[src/rtl/uart_rx_pkt_parser.sv]
// rtl/uart_rx_pkt_parser.sv - pops UART RX FIFO bytes, parses SOF|LEN|payload|CHK frames, streams payload out
module uart_rx_pkt_parser #(
    parameter logic [7:0] SOF_BYTE = 8'hA5,
    parameter int         MAX_LEN  = 16,
    parameter int         TIMEOUT  = 1000
) (
    input  logic       clk,
    input  logic       reset,
    input  logic       rx_empty,
    output logic       rd_en,
    input  logic [7:0] rx_data,
    output logic [7:0] pkt_data,
    output logic       pkt_valid,
    output logic       pkt_last,
    input  logic       pkt_ready,
    output logic       pkt_done,
    output logic       pkt_ok,
    output logic       err_len,
    output logic       err_timeout,
    output logic       busy
);

    localparam int            TW        = $clog2(TIMEOUT + 1);
    localparam logic [TW-1:0] TMO_LAST  = TW'(TIMEOUT - 1);
    localparam logic [7:0]    MAX_LEN_B = 8'(MAX_LEN);

    typedef enum logic [1:0] {
        S_HUNT,
        S_LEN,
        S_PAYLOAD,
        S_CHK
    } state_t;

    state_t        r_state;
    state_t        w_state_nx;
    logic          r_pending;
    logic [7:0]    r_chk;
    logic [7:0]    w_chk_nx;
    logic [7:0]    r_rem;
    logic [7:0]    w_rem_nx;
    logic [TW-1:0] r_tmo_cnt;

    logic [7:0]    r_pkt_data;
    logic          r_pkt_valid;
    logic          r_pkt_last;
    logic          r_pkt_done;
    logic          r_pkt_ok;
    logic          r_err_len;
    logic          r_err_tmo;

    logic          w_hold;
    logic          w_rd_en;
    logic          w_tmo_cnt_en;
    logic          w_tmo_hit;
    logic          w_len_ok;
    logic          w_load;
    logic          w_done;
    logic          w_ok;
    logic          w_err_len;
    logic          w_err_tmo;

    // One byte in flight at most; the done cycle is skipped so the next SOF follows it.
    assign w_hold       = r_pkt_valid && !pkt_ready;
    assign w_rd_en      = !reset && !rx_empty && !r_pending && !w_hold && !r_pkt_done;
    assign w_tmo_cnt_en = (r_state != S_HUNT) && rx_empty && !r_pending && !w_hold;
    assign w_tmo_hit    = w_tmo_cnt_en && (r_tmo_cnt == TMO_LAST);
    assign w_len_ok     = (rx_data != 8'd0) && (rx_data <= MAX_LEN_B);

    always_ff @(posedge clk or posedge reset) begin
        if (reset) begin
            r_state <= S_HUNT;
        end else begin
            r_state <= w_state_nx;
        end
    end

    always_comb begin
        w_state_nx = r_state;
        w_chk_nx   = r_chk;
        w_rem_nx   = r_rem;
        w_load     = 1'b0;
        w_done     = 1'b0;
        w_ok       = 1'b0;
        w_err_len  = 1'b0;
        w_err_tmo  = 1'b0;
        case (r_state)
            S_HUNT: begin
                if (r_pending && (rx_data == SOF_BYTE)) begin
                    w_state_nx = S_LEN;
                    w_chk_nx   = 8'd0;
                end
            end
            S_LEN: begin
                if (r_pending) begin
                    if (w_len_ok) begin
                        w_state_nx = S_PAYLOAD;
                        w_rem_nx   = rx_data;
                        w_chk_nx   = rx_data;
                    end else begin
                        w_state_nx = S_HUNT;
                        w_err_len  = 1'b1;
                    end
                end else if (w_tmo_hit) begin
                    w_state_nx = S_HUNT;
                    w_err_tmo  = 1'b1;
                end
            end
            S_PAYLOAD: begin
                if (r_pending) begin
                    w_load   = 1'b1;
                    w_chk_nx = r_chk ^ rx_data;
                    w_rem_nx = r_rem - 8'd1;
                    if (r_rem == 8'd1) begin
                        w_state_nx = S_CHK;
                    end
                end else if (w_tmo_hit) begin
                    w_state_nx = S_HUNT;
                    w_err_tmo  = 1'b1;
                    w_done     = 1'b1;
                end
            end
            S_CHK: begin
                if (r_pending) begin
                    w_state_nx = S_HUNT;
                    w_done     = 1'b1;
                    w_ok       = (rx_data == r_chk);
                end else if (w_tmo_hit) begin
                    w_state_nx = S_HUNT;
                    w_err_tmo  = 1'b1;
                    w_done     = 1'b1;
                end
            end
            default: w_state_nx = S_HUNT;
        endcase
    end

    always_ff @(posedge clk or posedge reset) begin
        if (reset) begin
            r_pending   <= 1'b0;
            r_chk       <= 8'd0;
            r_rem       <= 8'd0;
            r_tmo_cnt   <= '0;
            r_pkt_data  <= 8'd0;
            r_pkt_valid <= 1'b0;
            r_pkt_last  <= 1'b0;
            r_pkt_done  <= 1'b0;
            r_pkt_ok    <= 1'b0;
            r_err_len   <= 1'b0;
            r_err_tmo   <= 1'b0;
        end else begin
            r_pending <= w_rd_en;
            r_chk     <= w_chk_nx;
            r_rem     <= w_rem_nx;
            if (w_rd_en || (r_state == S_HUNT)) begin
                r_tmo_cnt <= '0;
            end else if (w_tmo_cnt_en) begin
                r_tmo_cnt <= r_tmo_cnt + TW'(1);
            end
            // A held payload byte survives an abort and drains normally.
            if (w_load) begin
                r_pkt_valid <= 1'b1;
                r_pkt_data  <= rx_data;
                r_pkt_last  <= (r_rem == 8'd1);
            end else if (r_pkt_valid && pkt_ready) begin
                r_pkt_valid <= 1'b0;
                r_pkt_last  <= 1'b0;
            end
            r_pkt_done <= w_done;
            r_pkt_ok   <= w_ok;
            r_err_len  <= w_err_len;
            r_err_tmo  <= w_err_tmo;
        end
    end

    assign rd_en       = w_rd_en;
    assign pkt_data    = r_pkt_data;
    assign pkt_valid   = r_pkt_valid;
    assign pkt_last    = r_pkt_last;
    assign pkt_done    = r_pkt_done;
    assign pkt_ok      = r_pkt_ok;
    assign err_len     = r_err_len;
    assign err_timeout = r_err_tmo;
    assign busy        = (r_state != S_HUNT);

endmodule

[config.mk]
export PLATFORM = sky130hd
export DESIGN_NAME = uart_rx_pkt_parser
export DESIGN_NICKNAME = d
export VERILOG_FILES = /design/src/rtl/uart_rx_pkt_parser.sv
export SDC_FILE = /design/constraint.sdc
export NUM_CORES = 1
export LEC_CHECK = 0
export ABC_AREA = 1
export BUFFER_PORTS_ARGS = -buffer_cell sky130_fd_sc_hd__buf_4
export CELL_PAD_IN_SITES_DETAIL_PLACEMENT = 0
export CELL_PAD_IN_SITES_GLOBAL_PLACEMENT = 1
export CORE_MARGIN = 1.5
export CORE_UTILIZATION = 45
export CTS_CLUSTER_SIZE = 30
export DETAILED_ROUTE_END_ITERATION = 8
export PLACE_DENSITY = 0.82
export SLEW_MARGIN = 10
export SYNTH_ARGS = -nofsm -noshare
export SYNTH_HDL_FRONTEND = slang
export SYNTH_SLANG_ARGS = --single-unit
export TNS_END_PERCENT = 5
[constraint.sdc]
create_clock -name clk -period 2.3 [get_ports clk]
set_input_delay 0.23 -clock clk [delete_from_list [all_inputs] [get_ports clk]]
set_output_delay 0.23 -clock clk [all_outputs]
set_load 0.01 [all_outputs]
==> run metrics, run 1 <==
result of the run=complete, no violations; Sw Share=43.1%; slew at the pin closest to its max-slew limit=0.552 ns; count of different cell masters after synthesis=21; total internal power=1810 µW; accumulated negative setup slack=0 ns; maximum number of pins on one net before global-route repair=44; final-stage net count=408; Post-Synth Simple-Gate Area=34.5%; Setup crit end kind=register; number of setup violations in the final report=0; TritonCTS clock tree=built; highest metal layer with signal wires=met4; tightest slew margin relative to the limit=63.2%; final routed DRC violation total=0; placer congestion estimate=0.837; maximum number of buffers from clock root to sink=2; netlist area before placement=2500 µm²; clock-pin slew on the worst setup and hold paths=0.08 ns; Total Routing Usage GR=22.0%; count of max-cap constraint violations=0; 1st-pass router iterations=4; sum of met2 wire segment lengths after detailed routing=2750 µm; count of boundary I/O pins=28; number of antenna diodes=0; first-pass GRT wire length=10400 µm; WS Path Type=reg -> reg; post-CTS setup buffer count=0; count of hold-fix buffers inserted at cts=0; nature of the critical path startpoint=register; half-perimeter wire length after placement=4460 µm; TritonCTS Sinks=43; vias in the first global route=2166; area inside the core boundary=5240 µm²; fraction of the yosys area taken by sequential cells=43.1%; PD cells=1100 nW/µm²; Routed Antenna Nets=0; Port Buf Inserts=27; highest achievable clock rate=551 MHz; routed wire length=5940 µm; Sw Pwr=1380 µW; clock insertion delay at the later pin of the skew report=0.30 ns; fraction of layout cells with a size suffix above 1=11.3%; Clock Skew=0.00446 ns; number of pins with negative max-slew slack in the final report=0; horizontal extent of the die=77.5 µm; height of the die=77.5 µm; number of failing hold endpoints at the final stage=0; type of the tightest min-delay check=in -> async; largest family of logic cells by synthesized area=simple AND/OR/NAND/NOR gates; critical path's slowest cell=sky130_fd_sc_hd__dfrtp_1; number of core rows=26; full die area=6000 µm²; cells after synthesis=355; proportion of synthesized area in mux cells=0%; Ys Warns=0; Starting DRT DRC Count=140; number of levels in the clock H-tree=2; TritonCTS Buffers=5; number of storage elements in the synthesis netlist=43; Fin Hold WS=0.0701 ns; cell mode on critical path=sky130_fd_sc_hd__nand2_1; ordered list of cells on the worst path=inv_1, ha_1, nor2_1, nor2_1, nand2_1, inv_1, nand2_1, nand2_1; average size of a mapped cell=7.03 µm²; CTS root buf=sky130_fd_sc_hd__clkbuf_8; period utilisation layout=78.9%; share of the synthesized netlist area taken by xor and xnor gates=2.81%; post-route met1 wirelength=2910 µm; DR vias=2311; required time at the worst-slack endpoint=2.49 ns; static power due to leakage=0.00156 µW; largest vdd supply drop=0.000442 V; core occupancy in the finished layout=55.4%; post-CTS resize count=0; initial standard-cell utilization of the core=47.7%; Largest stage delay, worst path=0.41 ns; power share of the sequential group=36.6%; area share of fa/ha/maj cells after synthesis=3.51%; share of the synthesized area in compound gates (AO/OA/AOI/OAI)=8.72%; clock period minus final worst setup slack=1.81 ns; RSZ-0062 raised after global routing=false; number of standard cells in the layout, taps in and fillers out=460; combinational power share=46.9%; grt total ovfl=0; post-synthesis net count=374; met3 wire len=203 µm; number of cells after detailed placement=452; clock network fraction of design power=16.6%; Crit Path Max Fanout=12; Via density=5.02; average wire length per cell after detail routing=12.9 µm; initial antenna violation count=0; critical path arrival=2.00 ns; Synth-to-Final Area Change=16.2%
[path summary, 6_finish.rpt]
| check | cells past startpoint | end | from | slack (ns) |
|---|---|---|---|---|
| max in group asynchronous | 3 | r_rem[5] | reset | 1.85 |
| max reg2reg | 8 | r_rem[0] | r_state[0] | 0.49 |
| max | 8 | r_rem[0] | r_state[0] | 0.49 |
| min reg2reg | 2 | pkt_data[1] | pkt_data[1] | 0.49 |
| min in group clk | 3 | pkt_data[2] | rx_data[2] | 0.20 |
| min | 3 | pkt_done | reset | 0.07 |
[Yosys cell counts, drive strengths merged]
cell    instances  share of area (%)
a21oi          16                3.7
buf             4               0.90
clkbuf          2               0.30
dfrtp          43                 43
ha              7                3.5
inv            41                6.2
nand2         131                 20
nand3          34                6.8
nand4           5                1.3
nor2           35                5.4
nor3            4               0.80
o21a            2               0.60
o21ai          21                4.2
o22ai           1               0.25
or2             1               0.25
xor2            8                2.8
[flip-flops by register name (all words and copies together), names as in the netlist, 2 cells and up]
| name | cells |
|---|---|
| pkt_data | 8 |
| r_chk | 8 |
| r_rem | 8 |
| r_state | 2 |
| r_tmo_cnt | 10 |
[through the flow]
| step | total power [µW] | setup WS, ns | area, µm² |
|---|---|---|---|
| after floorplan | 2190 | 0.759 | 2500 |
| after global placement | 2670 | 0.540 | 2800 |
| after detailed placement | 2680 | 0.506 | 2800 |
| after CTS | 3230 | 0.500 | 2900 |
| after global routing | 3500 | 0.274 | 2900 |
| final | 3190 | 0.486 | 2900 |
[worst max-delay path, delay by kind of cell, from the launching register on]
family	cells	cell delay (ns)
adders and majority gates	1	0.29
and+or+nand+nor	5	0.71
buffers and inverters	2	0.29
DFF	1	0.41
[layout by cell type, fill, tap and decap left out, types with 5 or more instances in the layout]
| cell | instances |
|---|---|
| sky130_fd_sc_hd__nand2_1 | 130 |
| sky130_fd_sc_hd__dfrtp_1 | 43 |
| sky130_fd_sc_hd__inv_1 | 40 |
| sky130_fd_sc_hd__nor2_1 | 34 |
| sky130_fd_sc_hd__nand3_1 | 34 |
| sky130_fd_sc_hd__buf_4 | 33 |
| sky130_fd_sc_hd__o21ai_0 | 19 |
| sky130_fd_sc_hd__a21oi_1 | 15 |
| sky130_fd_sc_hd__xor2_1 | 8 |
| sky130_fd_sc_hd__ha_1 | 7 |
| sky130_fd_sc_hd__clkbuf_8 | 7 |
| sky130_fd_sc_hd__nand4_1 | 5 |
[layout make-up]
type | instances | area [µm²]
Fill cell | 533 | 2340
Multi-Input combinational cell | 265 | 1240
Sequential cell | 43 | 1080
Timing Repair Buffer | 33 | 248
Inverter | 41 | 154
Clock buffer | 8 | 100
Tap cell | 70 | 87.6
[power groups by stage]
stage	combinational, µW	sequential [µW]	clock [µW]
after floorplan	1020	1180	0
after CTS	1500	1170	553
final	1500	1170	528
after global routing	1720	1200	573
after detailed placement	1500	1180	0
after global placement	1500	1180	0
[cell families after synthesis]
family | Yosys count
AOI/OAI and AO/OA | 40
xor gates and xnor gates | 8
DFF | 43
adders and majority gates | 7
buffers and inverters | 47
and+or+nand+nor | 210
[metal layers]
layer  up-vias  track usage [%]
met5         -                0
met4         0             8.18
met3         7             3.41
met2        33             35.2
met1      1086             30.0
li1       1185                -
Power figures use the tool's default switching activity.
==> inputs of run 2 (changes only) <==
--- a/config.mk
+++ b/config.mk
@@ -10,10 +10,10 @@
 export CELL_PAD_IN_SITES_DETAIL_PLACEMENT = 0
 export CELL_PAD_IN_SITES_GLOBAL_PLACEMENT = 1
 export CORE_MARGIN = 1.5
-export CORE_UTILIZATION = 45
+export CORE_UTILIZATION = 38
 export CTS_CLUSTER_SIZE = 30
 export DETAILED_ROUTE_END_ITERATION = 8
-export PLACE_DENSITY = 0.82
+export PLACE_DENSITY = 0.74
 export SLEW_MARGIN = 10
 export SYNTH_ARGS = -nofsm -noshare
 export SYNTH_HDL_FRONTEND = slang
==> constraint.sdc (replaced) <==
create_clock -name clk -period 1.53 [get_ports clk]
set_input_delay 0.153 -clock clk [delete_from_list [all_inputs] [get_ports clk]]
set_output_delay 0.153 -clock clk [all_outputs]
set_load 0.01 [all_outputs]
==> run 2 against run 1 <==
Register-to-register slack got worse by 0.42 ns. Combinational power increased by 85%. Largest power group unchanged. Final area increased by 9.6%. Clock power increased by 77%. Flip-flop and latch count unchanged. Setup slack got worse by 0.42 ns. Wire length increased by 6.7%. First-iteration DRC count decreased by 27%. Core utilization decreased by 5.3 points. Power increased by 71%. Sequential share of layout area decreased by 3.2 points.
==> run metrics, run 2 (same netlist as run 1, synthesis figures left out) <==
result of the run=complete, no violations; Setup crit end kind=register; final routed DRC violation total=0; cell mode on critical path=sky130_fd_sc_hd__nand2_1; Final Cell Area=3180 µm²; maximum number of buffers from clock root to sink=2; first-pass GRT wire length=10900 µm; Via density=4.95; clock insertion delay at the later pin of the skew report=0.30 ns; static power due to leakage=0.00165 µW; Largest stage delay, worst path=0.41 ns; count of max-cap constraint violations=0; critical path arrival=1.66 ns; Total Routing Usage GR=19.2%; final-stage net count=424; largest vdd supply drop=0.000755 V; RSZ-0062 raised after global routing=true; number of antenna diodes=0; number of setup violations in the final report=0; Starting DRT DRC Count=102; Port Buf Inserts=27; PD cells=1720 nW/µm²; number of pins with negative max-slew slack in the final report=0; leading cell type in the layout, fill and taps excluded=sky130_fd_sc_hd__nand2_1; core occupancy in the finished layout=50.1%; TritonCTS clock tree=built; number of cells after detailed placement=472; Routed Antenna Nets=0; period utilisation layout=95.8%; half-perimeter wire length after placement=4600 µm; R2R setup slack=0.06 ns; placer congestion estimate=0.829; Crit Path Max Fanout=5; maximum number of pins on one net before global-route repair=27; met2 Usage GRT=31.9%; dpl cell area=2930 µm²; nature of the critical path startpoint=register; number of flip-flops under the largest register name=10; TritonCTS Sinks=43; area inside the core boundary=6350 µm²; height of the die=84.1 µm; count of fill cells added during filler insertion=639; initial standard-cell utilization of the core=39.3%; highest achievable clock rate=682 MHz; grt total ovfl=0; number of standard cells in the layout, taps in and fillers out=483; launch point of the critical path=r_state[0]; largest register by flop count=r_tmo_cnt; area used by multi-input combinational logic=1320 µm²; number of core rows=29; clock period minus final worst setup slack=1.47 ns; top library cells by usage in the layout, fill and taps aside=sky130_fd_sc_hd__nand2_1, sky130_fd_sc_hd__dfrtp_1, sky130_fd_sc_hd__buf_4; critical path's slowest cell=sky130_fd_sc_hd__dfrtp_1; type of the tightest min-delay check=in -> reg; hold path depth=3; routed wire length=6330 µm; required time at the worst-slack endpoint=1.73 ns; 1st-pass router iterations=4; met1 Resource Use GR=25.9%; horizontal extent of the die=84.1 µm; WS Path Type=reg -> reg; DR vias=2391; tightest slew margin relative to the limit=53.2%; HP Start=rx_data[2]; clock-pin slew on the worst setup and hold paths=0.09 ns; Synth-to-Final Area Change=27.4%; TritonCTS Buffers=5; area taken by flip-flops and latches=1080 µm²; number of failing hold endpoints at the final stage=0; CTS root buf=sky130_fd_sc_hd__clkbuf_8; number of levels in the clock H-tree=2; met3 routing resource usage after global routing=3.66%; average wire length per cell after detail routing=13.1 µm; fraction of layout cells with a size suffix above 1=22.4%; count of boundary I/O pins=28; global routing's busiest layer=met2; cell depth of the worst flop-to-flop path=9; slew at the pin closest to its max-slew limit=0.697 ns; full die area=7060 µm²; initial antenna violation count=0; post-route total power=5470 µW; origin of the critical flop-to-flop path=r_state[0]; ordered list of cells on the worst path=inv_2, ha_4, inv_4, nand3_2, nor2_4, nand2_1, nand2_1, o21ai_0, o21a_1; Clock Skew=0.00700 ns; vias in the first global route=2300
[run 2: cell count changes in the layout (fill, tap and decap cells not counted), sizes merged]
cell | before | now
clkinv | 1 | 2
bufinv | 0 | 1
clkbuf | 8 | 6
dlygate4sd3 | 0 | 1
buf | 33 | 48
[run 2: cell type report]
type	count	share of cell area [%]
sequential	43	33.9
tap	77	3.03
multi-input combinational	265	41.6
inverter	41	4.92
clock buffer	6	2.60
clock inverter	2	1.10
timing repair buffer	49	12.9
[run 2: per-layer routing]
layer  vias up  routed length [µm]
li1       1221                   -
met1      1127                3060
met2        38                3040
met3         5                 176
met4         0                  53
met5         -                   0
[run 2: report_power, final]
| part | internal, µW | switching (µW) | total, µW | leakage, µW |
|---|---|---|---|---|
| logic | 1210 | 1580 | 2780 | 0.00104 |
| clock network | 529 | 407 | 935 | 0.0000612 |
| registers | 1480 | 270 | 1750 | 0.000550 |
| total | 3220 | 2250 | 5470 | 0.00165 |
[run 2: path summary, 6_finish.rpt]
| check | endpoint |
|---|---|
| worst max-delay path | r_tmo_cnt[5] |
| worst max register to register | r_tmo_cnt[5] |
| min in group asynchronous | r_state[0] |
| max in group asynchronous | r_rem[6] |
| worst min register to register | pkt_data[6] |
| worst min-delay path | pkt_data[2] |
[run 2: per-stage QoR]
stage / TNS, ns / worst slack (ns) / hold slack (ns)
5_1_grt: -0.510 / -0.0726 / 0.125
6_report: 0 / 0.0636 / 0.120
2_1_floorplan: 0 / 0.00678 / 0.263
3_5_place_dp: -0.262 / -0.0867 / 0.222
3_3_place_gp: -0.0439 / -0.0255 / 0.223
4_1_cts: 0 / 0.00744 / 0.123
[run 2: timing repair]
action / 4_1_cts / 5_1_grt
pin swaps: 1 / 3
gates resized for setup: 2 / 39
gates cloned: 0 / 0
endpoints found under the setup margin: 14 / 27
setup buffers: 2 / 0
hold buffers: 1 / 0
hold endpoints to repair: 17 / 0
[run 2: worst max-delay path: cells and delay by family, from the launching register on]
family | cells | cell delay [ns]
flops | 1 | 0.41
simple gates | 4 | 0.46
compound gates | 2 | 0.19
fa+ha+maj | 1 | 0.17
buf+inv | 2 | 0.13
==> inputs of run 3 (changes only) <==
--- a/config.mk
+++ b/config.mk
@@ -6,14 +6,14 @@
 export NUM_CORES = 1
 export LEC_CHECK = 0
 export ABC_AREA = 1
-export BUFFER_PORTS_ARGS = -buffer_cell sky130_fd_sc_hd__buf_4
 export CELL_PAD_IN_SITES_DETAIL_PLACEMENT = 0
 export CELL_PAD_IN_SITES_GLOBAL_PLACEMENT = 1
 export CORE_MARGIN = 1.5
-export CORE_UTILIZATION = 38
+export CORE_UTILIZATION = 41
 export CTS_CLUSTER_SIZE = 30
 export DETAILED_ROUTE_END_ITERATION = 8
-export PLACE_DENSITY = 0.74
+export DONT_BUFFER_PORTS = 1
+export PLACE_DENSITY = 0.73
 export SLEW_MARGIN = 10
 export SYNTH_ARGS = -nofsm -noshare
 export SYNTH_HDL_FRONTEND = slang
==> run 3 against run 2 <==
Combinational power decreased by 6%. Maximum frequency grew 0.14%. Clock skew is 0.0023 ns lower. Core utilization rose by 1.5 points. Hold slack worse by 0.097 ns. Final cell count is 4.1% lower. Count of clock-buffer cells in the layout is the same. Setup slack better by 0.0020 ns. Critical path type unchanged.
==> run metrics, run 3 (same netlist as run 1, synthesis figures left out) <==
required time at the worst-slack endpoint=1.77 ns; total internal power=2980 µW; half-perimeter wire length after placement=4470 µm; Routed Antenna Nets=0; Setup WS pre-CTS=-0.0683 ns; period utilisation layout=95.7%; largest vdd supply drop=0.000829 V; type of the tightest min-delay check=in -> reg; tightest slew margin relative to the limit=81.4%; fraction of layout cells with a size suffix above 1=17.0%; routed wire length=6270 µm; average wire length per cell after detail routing=13.5 µm; first-pass GRT wire length=10100 µm; Starting DRT DRC Count=143; number of core rows=28; initial antenna violation count=0; maximum number of buffers from clock root to sink=2; clock-pin slew on the worst setup and hold paths=0.08 ns; final routed DRC violation total=0; full die area=6570 µm²; WS Path Type=reg -> reg; clock period minus final worst setup slack=1.46 ns; worst-case setup margin in the final layout=0.0657 ns; number of antenna diodes=0; count of buffering cells on the critical path with inverters included=3; slew at the pin closest to its max-slew limit=0.277 ns; final-stage net count=407; vias in the first global route=2044; Fin Hold WS=0.0229 ns; combinational power share=50.4%; gate family responsible for the most delay along the worst path=flip-flops; critical path arrival=1.70 ns; Clock Skew=0.00470 ns; placer congestion estimate=0.805; number of failing hold endpoints at the final stage=0; maximum number of pins on one net before global-route repair=44; number of levels in the clock H-tree=2; nature of the critical path startpoint=register; Synth-to-Final Area Change=21.7%; Via density=4.96; number of setup violations in the final report=0; Setup crit end kind=register; Crit Path Max Fanout=8; horizontal extent of the die=81.0 µm; number of flip-flops under the largest register name=10; DR vias=2298; area inside the core boundary=5890 µm²; Final Cell Area=3040 µm²; top library cells by usage in the layout, fill and taps aside=sky130_fd_sc_hd__nand2_1, sky130_fd_sc_hd__dfrtp_1, sky130_fd_sc_hd__inv_1; 1st-pass router iterations=4; highest achievable clock rate=683 MHz; PD cells=1720 nW/µm²; power share of the sequential group=35.2%; Port Buf Inserts=0; dpl cell area=2770 µm²; RSZ-0062 raised after global routing=true; clock insertion delay at the later pin of the skew report=0.30 ns; TritonCTS clock tree=built; initial standard-cell utilization of the core=42.4%; Sw Share=42.8%; largest register by flop count=r_tmo_cnt; grt total ovfl=0; hold path depth=2; Total Routing Usage GR=20.2%; number of pins with negative max-slew slack in the final report=0; critical path depth in cells=8; CTS root buf=sky130_fd_sc_hd__clkbuf_8; Sw Pwr=2230 µW; critical path's slowest cell=sky130_fd_sc_hd__dfrtp_2; TritonCTS Sinks=43; core occupancy in the finished layout=51.6%; cell depth of the worst flop-to-flop path=8; TritonCTS Buffers=5; ordered list of cells on the worst path=buf_4, ha_2, inv_2, o21ai_2, a21oi_4, buf_12, nand3_1, nand2_1; count of max-cap constraint violations=0; height of the die=81.0 µm; leading cell type in the layout, fill and taps excluded=sky130_fd_sc_hd__nand2_1; clock network fraction of design power=14.4%; result of the run=complete, no violations; count of boundary I/O pins=28; static power due to leakage=0.00156 µW; Largest stage delay, worst path=0.46 ns
## run 3: what timing repair did
action / 4_1_cts / 5_1_grt
pin swaps: 0 / 4
gates resized for setup: 2 / 36
hold buffers: 4 / 0
gates cloned: 0 / 0
endpoints found under the hold margin: 46 / 0
setup endpoints to repair: 5 / 24
buffers inserted: 2 / 1
## run 3: metrics by stage
step | TNS [ns] | cells | total power (µW)
floorplan | 0 | 355 | 3300
global placement | -0.0153 | 449 | 4140
detailed placement | -0.154 | 449 | 4140
CTS | 0 | 462 | 4980
global route | -0.0871 | 463 | 5670
finish | 0 | 463 | 5210
## run 3: worst register-to-register path, stage by stage (launching register included)
cell	delay [ns]
sky130_fd_sc_hd__dfrtp_2	0.46
sky130_fd_sc_hd__buf_4	0.15
sky130_fd_sc_hd__ha_2	0.18
sky130_fd_sc_hd__inv_2	0.07
sky130_fd_sc_hd__o21ai_2	0.07
sky130_fd_sc_hd__a21oi_4	0.18
sky130_fd_sc_hd__buf_12	0.15
sky130_fd_sc_hd__nand3_1	0.07
sky130_fd_sc_hd__nand2_1	0.07
## run 3: metal layers
metal / wire, µm / GRT usage, % / vias up
li1: - / - / 1184
met1: 3010 / 27.5 / 1073
met2: 2930 / 32.2 / 34
met3: 250 / 4.61 / 7
met4: 85 / 5.52 / 0
met5: 0 / 0 / -
## run 3: layout make-up
| type | count | area (µm²) |
|---|---|---|
| clock buffers | 6 | 82.6 |
| clock inverters | 1 | 5.00 |
| fillers | 582 | 2850 |
| inverters | 41 | 161 |
| multi-input cells | 265 | 1330 |
| flip-flops and latches | 43 | 1080 |
| well taps | 75 | 93.8 |
| repair buffers | 32 | 287 |
## run 3: power by group through the flow
stage	clock, µW	sequential [µW]	combinational [µW]
6_report	749	1830	2620
5_1_grt	822	1880	2960
3_5_place_dp	0	1830	2320
4_1_cts	786	1800	2390
3_3_place_gp	0	1820	2320
2_1_floorplan	0	1770	1530
## run 3: final timing paths
path / start / slack [ns] / end
setup / recovery: r_state[0] / 0.07 / r_chk[5]
hold / removal: rx_data[1] / 0.02 / pkt_data[1]
setup reg to reg: r_state[0] / 0.07 / r_chk[5]
hold reg to reg: r_rem[1] / 0.49 / r_rem[1]
max in group asynchronous: reset / 0.98 / pkt_ok
min in group asynchronous: reset / 0.33 / r_tmo_cnt[1]
